[config.mk]
export PLATFORM = sky130hd
export DESIGN_NAME = board_led_sequencer
export DESIGN_NICKNAME = d
export VERILOG_FILES = /design/src/rtl/board_led_sequencer.sv
export SDC_FILE = /design/constraint.sdc
export NUM_CORES = 1
export LEC_CHECK = 0
export ABC_AREA = 1
export ABC_CLOCK_PERIOD_IN_PS = 1650
export CORE_ASPECT_RATIO = 1.4
export CORE_UTILIZATION = 56
export DETAILED_ROUTE_END_ITERATION = 8
export PLACE_DENSITY = 0.77
export SLEW_MARGIN = 20
export SYNTH_ARGS = -nofsm -noshare
export SYNTH_HDL_FRONTEND = slang
export SYNTH_SLANG_ARGS = --single-unit
[constraint.sdc]
create_clock -name clk -period 1.65 [get_ports clk]
set_input_delay 0.33 -clock clk [delete_from_list [all_inputs] [get_ports clk]]
set_output_delay 0.33 -clock clk [all_outputs]
set_load 0.01 [all_outputs]
[src/rtl/board_led_sequencer.sv]
// board_led_sequencer
//   Turns the five raw board push-buttons into debounced one-shot commands
//   and runs a mode FSM that sequences the 8 board LEDs.
//
// Ports
//   clk       system clock, the only clock
//   rst       synchronous, active-high reset
//   switches  slide switch levels, loaded into leds on a centre press
//   btn_up    raw button: count up / pause toggle
//   btn_dwn   raw button: count down / pause toggle
//   btn_lft   raw button: rotate left / pause toggle
//   btn_rt    raw button: rotate right / pause toggle
//   btn_ctr   raw button: load switches and hold
//   leds      LED drive (registered)
//   mode      current FSM state (registered)
//   tick      one-cycle step strobe
//
// State table
//   HOLD   | leds frozen, prescaler held at 0
//   CNT_UP | leds increment on every tick
//   CNT_DN | leds decrement on every tick
//   ROT_L  | leds rotate left on every tick
//   ROT_R  | leds rotate right on every tick
module board_led_sequencer #(
   parameter int DEBOUNCE_CYCLES = 500000,
   parameter int TICK_CYCLES     = 25000000
) (
   input  logic       clk,
   input  logic       rst,
   input  logic [7:0] switches,
   input  logic       btn_up,
   input  logic       btn_dwn,
   input  logic       btn_lft,
   input  logic       btn_rt,
   input  logic       btn_ctr,
   output logic [7:0] leds,
   output logic [2:0] mode,
   output logic       tick
);

   localparam int DW = (DEBOUNCE_CYCLES > 2) ? $clog2(DEBOUNCE_CYCLES) : 1;
   localparam int TW = (TICK_CYCLES > 2) ? $clog2(TICK_CYCLES) : 1;
   localparam logic [DW-1:0] DB_LAST = DW'(DEBOUNCE_CYCLES - 1);
   localparam logic [TW-1:0] TK_LAST = TW'(TICK_CYCLES - 1);

   typedef enum logic [2:0] {
      HOLD   = 3'd0,
      CNT_UP = 3'd1,
      CNT_DN = 3'd2,
      ROT_L  = 3'd3,
      ROT_R  = 3'd4
   } mode_t;

   // bit order doubles as priority order: bit 0 (up) wins
   logic [4:0]    btn_raw;
   logic [4:0]    sync1;
   logic [4:0]    sync2;
   logic [4:0]    db_lvl;
   logic [4:0]    db_prev;
   logic [4:0]    press;
   logic [DW-1:0] db_cnt [5];

   mode_t         state;
   logic [7:0]    led_q;
   logic [TW-1:0] presc;

   logic          cmd_valid;
   logic          cmd_ctr;
   mode_t         cmd_target;
   logic          step;

   assign btn_raw = {btn_ctr, btn_rt, btn_lft, btn_dwn, btn_up};

   // Synchroniser, debounce and press detect. The synchroniser is reset too,
   // so a button held through reset is seen rising from 0 afterwards.
   always_ff @(posedge clk) begin
      if (rst) begin
         sync1   <= '0;
         sync2   <= '0;
         db_lvl  <= '0;
         db_prev <= '0;
         press   <= '0;
         for (int i = 0; i < 5; i++) db_cnt[i] <= '0;
      end else begin
         sync1   <= btn_raw;
         sync2   <= sync1;
         db_prev <= db_lvl;
         press   <= db_lvl & ~db_prev;
         for (int i = 0; i < 5; i++) begin
            if (sync2[i] == db_lvl[i]) begin
               db_cnt[i] <= '0;
            end else if (db_cnt[i] == DB_LAST) begin
               db_lvl[i] <= ~db_lvl[i];
               db_cnt[i] <= '0;
            end else begin
               db_cnt[i] <= db_cnt[i] + 1'b1;
            end
         end
      end
   end

   always_comb begin
      cmd_valid  = 1'b1;
      cmd_ctr    = 1'b0;
      cmd_target = HOLD;
      if (press[0])      cmd_target = CNT_UP;
      else if (press[1]) cmd_target = CNT_DN;
      else if (press[2]) cmd_target = ROT_L;
      else if (press[3]) cmd_target = ROT_R;
      else if (press[4]) cmd_ctr    = 1'b1;
      else               cmd_valid  = 1'b0;
   end

   assign step = (state != HOLD) && (presc == TK_LAST);

   always_ff @(posedge clk) begin
      if (rst) begin
         state <= HOLD;
         led_q <= '0;
         presc <= '0;
      end else if (cmd_valid) begin
         // a command always restarts the step period and suppresses any step
         presc <= '0;
         if (cmd_ctr) begin
            led_q <= switches;
            state <= HOLD;
         end else begin
            state <= (state == cmd_target) ? HOLD : cmd_target;
         end
      end else if (state == HOLD) begin
         presc <= '0;
      end else if (step) begin
         presc <= '0;
         case (state)
            CNT_UP:  led_q <= led_q + 8'd1;
            CNT_DN:  led_q <= led_q - 8'd1;
            ROT_L:   led_q <= {led_q[6:0], led_q[7]};
            ROT_R:   led_q <= {led_q[0], led_q[7:1]};
            default: led_q <= led_q;
         endcase
      end else begin
         presc <= presc + 1'b1;
      end
   end

   assign leds = led_q;
   assign mode = state;
   assign tick = step;

endmodule
==> results of run 1 <==
[through the flow]
step	util [%]	setup TNS [ns]	setup WS [ns]	hold slack [ns]
3_3_place_gp	75.47	-17.53	-0.3357	0.3795
3_5_place_dp	75.47	-21.75	-0.3669	0.3866
2_1_floorplan	-	-1.184	-0.1007	0.3732
4_1_cts	90.86	-14.33	-0.3024	0.3992
[cell families after synthesis]
| kind of cell | synth area share, % |
|---|---|
| AOI/OAI and AO/OA | 7.743 |
| xor gates and xnor gates | 3.759 |
| adders and majority gates | 1.044 |
| buffers and inverters | 7.937 |
| DFF | 48.58 |
| other | 0.04471 |
| and+or+nand+nor | 30.90 |
[cell usage after synthesis (all sizes together)]
master / n
nand2: 185
nor2: 172
inv: 155
edfxtp: 95
dfxtp: 61
nand3: 61
a21oi: 55
nor3: 49
o21ai: 33
nand4: 31
xor2: 26
nor3b: 21
nor4: 19
xnor2: 10
buf: 9
clkbuf: 7
ha: 7
a221oi: 5
a211oi: 4
and3: 4
o21a: 4
or2: 4
nand3b: 3
a31oi: 2
o21bai: 2
a21o: 1
a311oi: 1
a31o: 1
a41o: 1
clkinv: 1
conb: 1
nor4b: 1
o221ai: 1
o22ai: 1
o31ai: 1
o41ai: 1
or4: 1
[what timing repair did]
item,4_1_cts
gates resized for setup,280
buffers inserted,77
cloned,12
setup endpoints to repair,139
pin swaps,70
==> run_results.csv, run 1 <==
group,metric,value,unit
status,outcome,"aborted with a tool error",
status,haltStage,"global routing (5_1_grt)",
status,tool.error,"[ERROR DPL-0038] Utilization greater than 100%, impossible to legalize",
cts,cts_sinks,156,
place,hpwl,14.21,mm
logic_synthesis,synth_area,8387,sq um
place,gp_congestion,0.9357,
logic_synthesis,synth_area_per_cell,8.095,sq um
place,placed_cells,1553,
logic_synthesis,yosys.area.top_type,"edfxtp_1",
cts,hold_buffers,0,
die,start_util,57.55,%
die,die_w,105.4,microns
die,boundaryPins,27,
logic_synthesis,synthCells,1036,
logic_synthesis,ys_warn_count,0,
place,numPortBuffers,26,
logic_synthesis,ys_types,52,
sta,endpoint_type,"register data pin",
logic_synthesis,synth_area_leaders,"edfxtp_1 (34%), dfxtp_1 (15%), nand2_1 (8.2%)",
die,fp.dieH,146.8,microns
cts,cts_buffers,17,
logic_synthesis,ys_seq_area_share,48.58,%
die,rows,52,
sta,grt_repair_worst_endpoint,"db_cnt[1][16]$_SDFFCE_PN0P_/D",
cts,cts_root_buffer,"clkbuf_16",
global_route,grt_max_degree,17,
logic_synthesis,synth-seq-cells,156,
cts,cts_buffer_depth,2,
logic_synthesis,yosysTopAreaCellShare,34.01,%
cts,htree_levels,4,
place,placed_cell_area,11000,sq um
==> run 2, diff against run 1 <==
--- a/config.mk
+++ b/config.mk
@@ -6,11 +6,10 @@
 export NUM_CORES = 1
 export LEC_CHECK = 0
 export ABC_AREA = 1
-export ABC_CLOCK_PERIOD_IN_PS = 1650
-export CORE_ASPECT_RATIO = 1.4
-export CORE_UTILIZATION = 56
+export ABC_CLOCK_PERIOD_IN_PS = 2100
+export CORE_UTILIZATION = 40
 export DETAILED_ROUTE_END_ITERATION = 8
-export PLACE_DENSITY = 0.77
+export PLACE_DENSITY_LB_ADDON = 0.15
 export SLEW_MARGIN = 20
 export SYNTH_ARGS = -nofsm -noshare
 export SYNTH_HDL_FRONTEND = slang
==> constraint.sdc (replaced) <==
create_clock -name clk -period 2.1 [get_ports clk]
set_input_delay 0.42 -clock clk [delete_from_list [all_inputs] [get_ports clk]]
set_output_delay 0.42 -clock clk [all_outputs]
set_load 0.01 [all_outputs]
==> run_results.csv, run 2 <==
group,metric,value,unit
finish,syn_to_final_growth,26.06,%
pwr,combPwrFrac,4.1,%
place,numPortBuffers,26,
cts,cts_buffer_depth,2,
detailed_routing,ant_nets,0,
worst_setup_path,critPathMaxFanout,4,
global_route,grt_pass1_wl,29.21,mm
logic_synthesis,synthCells,1036,
finish,final_common_cell,"nand2_1",
logic_synthesis,synth-seq-cells,156,
finish,fin_util,51.92,%
finish,final_nets,1251,
place,gp_congestion,0.8443,
worst_setup_path,cp_slowest_cell,"edfxtp_1",
detailed_routing,drc_errors,0,
status,outcome,"completed",
worst_setup_path,worst_ep_arrival_time,2.22,ns
finish,drive_gt1_share,15.70,%
cts,hold_buffers,0,
sta,min_period,2.032,ns
cts,insertion_delay,0.42,ns
logic_synthesis,yosys.area.top_type,"edfxtp_1",
pwr,sequentialPowerShare,52.5,%
sta,clock_skew,0.008539,ns
pwr,finalPower,6.491,mW
sta,setup_viol,0,
logic_synthesis,ys_seq_area_share,48.58,%
global_route,antenna_found_initial,0,
finish,most-common-layout-cells,"nand2_1 (176), inv_1 (143), nor2_1 (143)",
run,cap_violations,0,
die,core,20360,sq um
finish,largest_reg_flops,95,
cts,tritoncts,"built",
pwr,power.density,614.0,nW/um^2
logic_synthesis,synth_area_leaders,"edfxtp_1 (34%), dfxtp_1 (15%), nand2_1 (8.2%)",
die,boundaryPins,27,
global_route,grtUsageTotal,16.49,%
logic_synthesis,ys_warn_count,0,
logic_synthesis,synth_area_per_cell,8.095,sq um
cts,cts_buffers,17,
finish,regMostFlops,"db_cnt",
sta,grt_setup_unrepaired,"yes",
worst_setup_path,path_cells,"ha_2, nand2_2, nor2_4, nand4_1, inv_1, nand3_2, nor4_4, nand3_2, nor2_1, nor2_1, nand2_1, inv_1",
logic_synthesis,synth-edff-count,95,
logic_synthesis,yosysTopAreaCellShare,34.01,%
die,dieArea,21550,sq um
detailed_routing,first_pass_iters,7,
pwr,peakVddDrop,0.0004629,V
logic_synthesis,synth_area,8387,sq um
worst_setup_path,crit_type,"flop to flop",
worst_setup_path,critical-path-top-delay-family,"simple AND/OR/NAND/NOR gates",
die,rows,52,
global_route,grt_pass1_vias,6539,
detailed_routing,vias_per_cell,4.618,
sta,hold_viol,0,
logic_synthesis,ys_types,52,
pwr,p_sw,1.524,mW
logic_synthesis,synth_most_common_cell,"nand2_1",
sta,slew_viol_final,0,
pwr,clkPwrFrac,43.5,%
cts,cts_sinks,156,
die,die_w,146.8,microns
worst_setup_path,crit_path_start_kind,"flop",
global_route,grt_overflow,0,
pwr,p_sw_share,23.48,%
global_route,grt_max_degree,26,
detailed_routing,drtIter0Drc,419,
pwr,p_leak,4.291,nW
place,hpwl,12.32,mm
hold_path,hp-class,"flop to flop",
sta,max_freq,492.0,MHz
cts,htree_levels,4,
worst_setup_path,critPathMaxStageDelay,0.38,ns
worst_setup_path,cp_num_buf_inv,2,
pwr,internal_power,4.967,mW
detailed_routing,totalWireLength,16.78,mm
logic_synthesis,async_reset_ff_share,0,%
logic_synthesis,synth_common_cells,"nand2_1 (183), nor2_1 (154), inv_1 (152)",
detailed_routing,num_vias,6982,
sta,period_share,96.78,%
die,fp.dieH,146.8,microns
detailed_routing,wl_per_cell,11.09,microns
worst_setup_path,endpoint_kind,"flop",
die,start_util,41.18,%
cts,clk_pin_slew,0.06,ns
worst_setup_path,critPathRequiredTime,2.29,ns
finish,diodes,0,
logic_synthesis,synth_ff_type,"edfxtp_1",
cts,cts_root_buffer,"clkbuf_16",
==> run 2: cell counts after synthesis <==
No cell type changed its count.
==> run 2: logic make-up (layout without fill, tap and decap cells) <==
kind of cell	after synthesis	after routing	synth area share, %
and+or+nand+nor	551	551	30.90
adders and majority gates	7	7	1.044
DFF	156	156	48.58
AOI/OAI and AO/OA	113	113	7.743
buffers and inverters	172	284	7.937
other	1	95	0.04471
xor gates and xnor gates	36	36	3.759
==> run 2: worst register-to-register path, cell delays in order, from the launching register on <==
cell and delay (ns):
edfxtp_1 0.38, ha_2 0.20, nand2_2 0.07, nor2_4 0.13, nand4_1 0.12, inv_1 0.11, nand3_2 0.10, nor4_4 0.33
nand3_2 0.13, nor2_1 0.10, nor2_1 0.04, nand2_1 0.06, inv_1 0.03
==> run 2: final timing paths <==
check / from / endpoint / slack (ns) / depth (start not counted)
worst max register to register: db_cnt[1][0] / db_cnt[1][16] / 0.07 / 12
worst max-delay path: db_cnt[1][0] / db_cnt[1][16] / 0.07 / 12
worst min register to register: db_prev[3] / press[3] / 0.39 / 1
worst min-delay path: db_prev[3] / press[3] / 0.39 / 1
==> run 2: layout make-up <==
class                      count  area (sq um)
clock buffer                  17         425.4
inverter                     156         589.3
timing repair buffer          96         818.3
tap                          270         337.8
multi-input combinational    802          4210
clock inverter                15         115.1
fill                        1976          9792
sequential                   156          4076
==> run 2: layer usage <==
metal / vias up / routed length (microns) / GRT usage (%)
met5: - / 0 / 0
met4: 0 / 212 / 5.156
met3: 21 / 490 / 3.602
met2: 88 / 7887 / 26.99
met1: 3116 / 8184 / 21.71
li1: 3757 / - / -
==> run 2: per-stage QoR <==
step	setup TNS, ns	hold slack [ns]	setup WS, ns	cell area (sq um)	cells
after floorplan	0	0.3732	0.2319	8740	1130
final	0	0.3870	0.06758	10570	1512
after detailed placement	-0.01145	0.3855	-0.01145	9701	1464
after CTS	0	0.3884	0.01430	10300	1501
after global placement	0	0.3779	0.04981	9701	1464
after global routing	-0.1975	0.4041	-0.09837	10570	1512
==> run 2: repair_timing <==
action,CTS,global route
buffers inserted,5,11
pin swaps,4,17
gates cloned,0,0
endpoints found under the setup margin,1,42
resized for setup,12,55
==> run 2: power groups by stage <==
stage / clock [mW] / sequential [mW] / combinational [mW]
3_3_place_gp: 0 / 3.47 / 0.244
2_1_floorplan: 0 / 3.45 / 0.162
5_1_grt: 3.05 / 3.42 / 0.303
4_1_cts: 2.91 / 3.40 / 0.247
3_5_place_dp: 0 / 3.47 / 0.245
6_report: 2.82 / 3.41 / 0.263
Power figures use the tool's default switching activity.
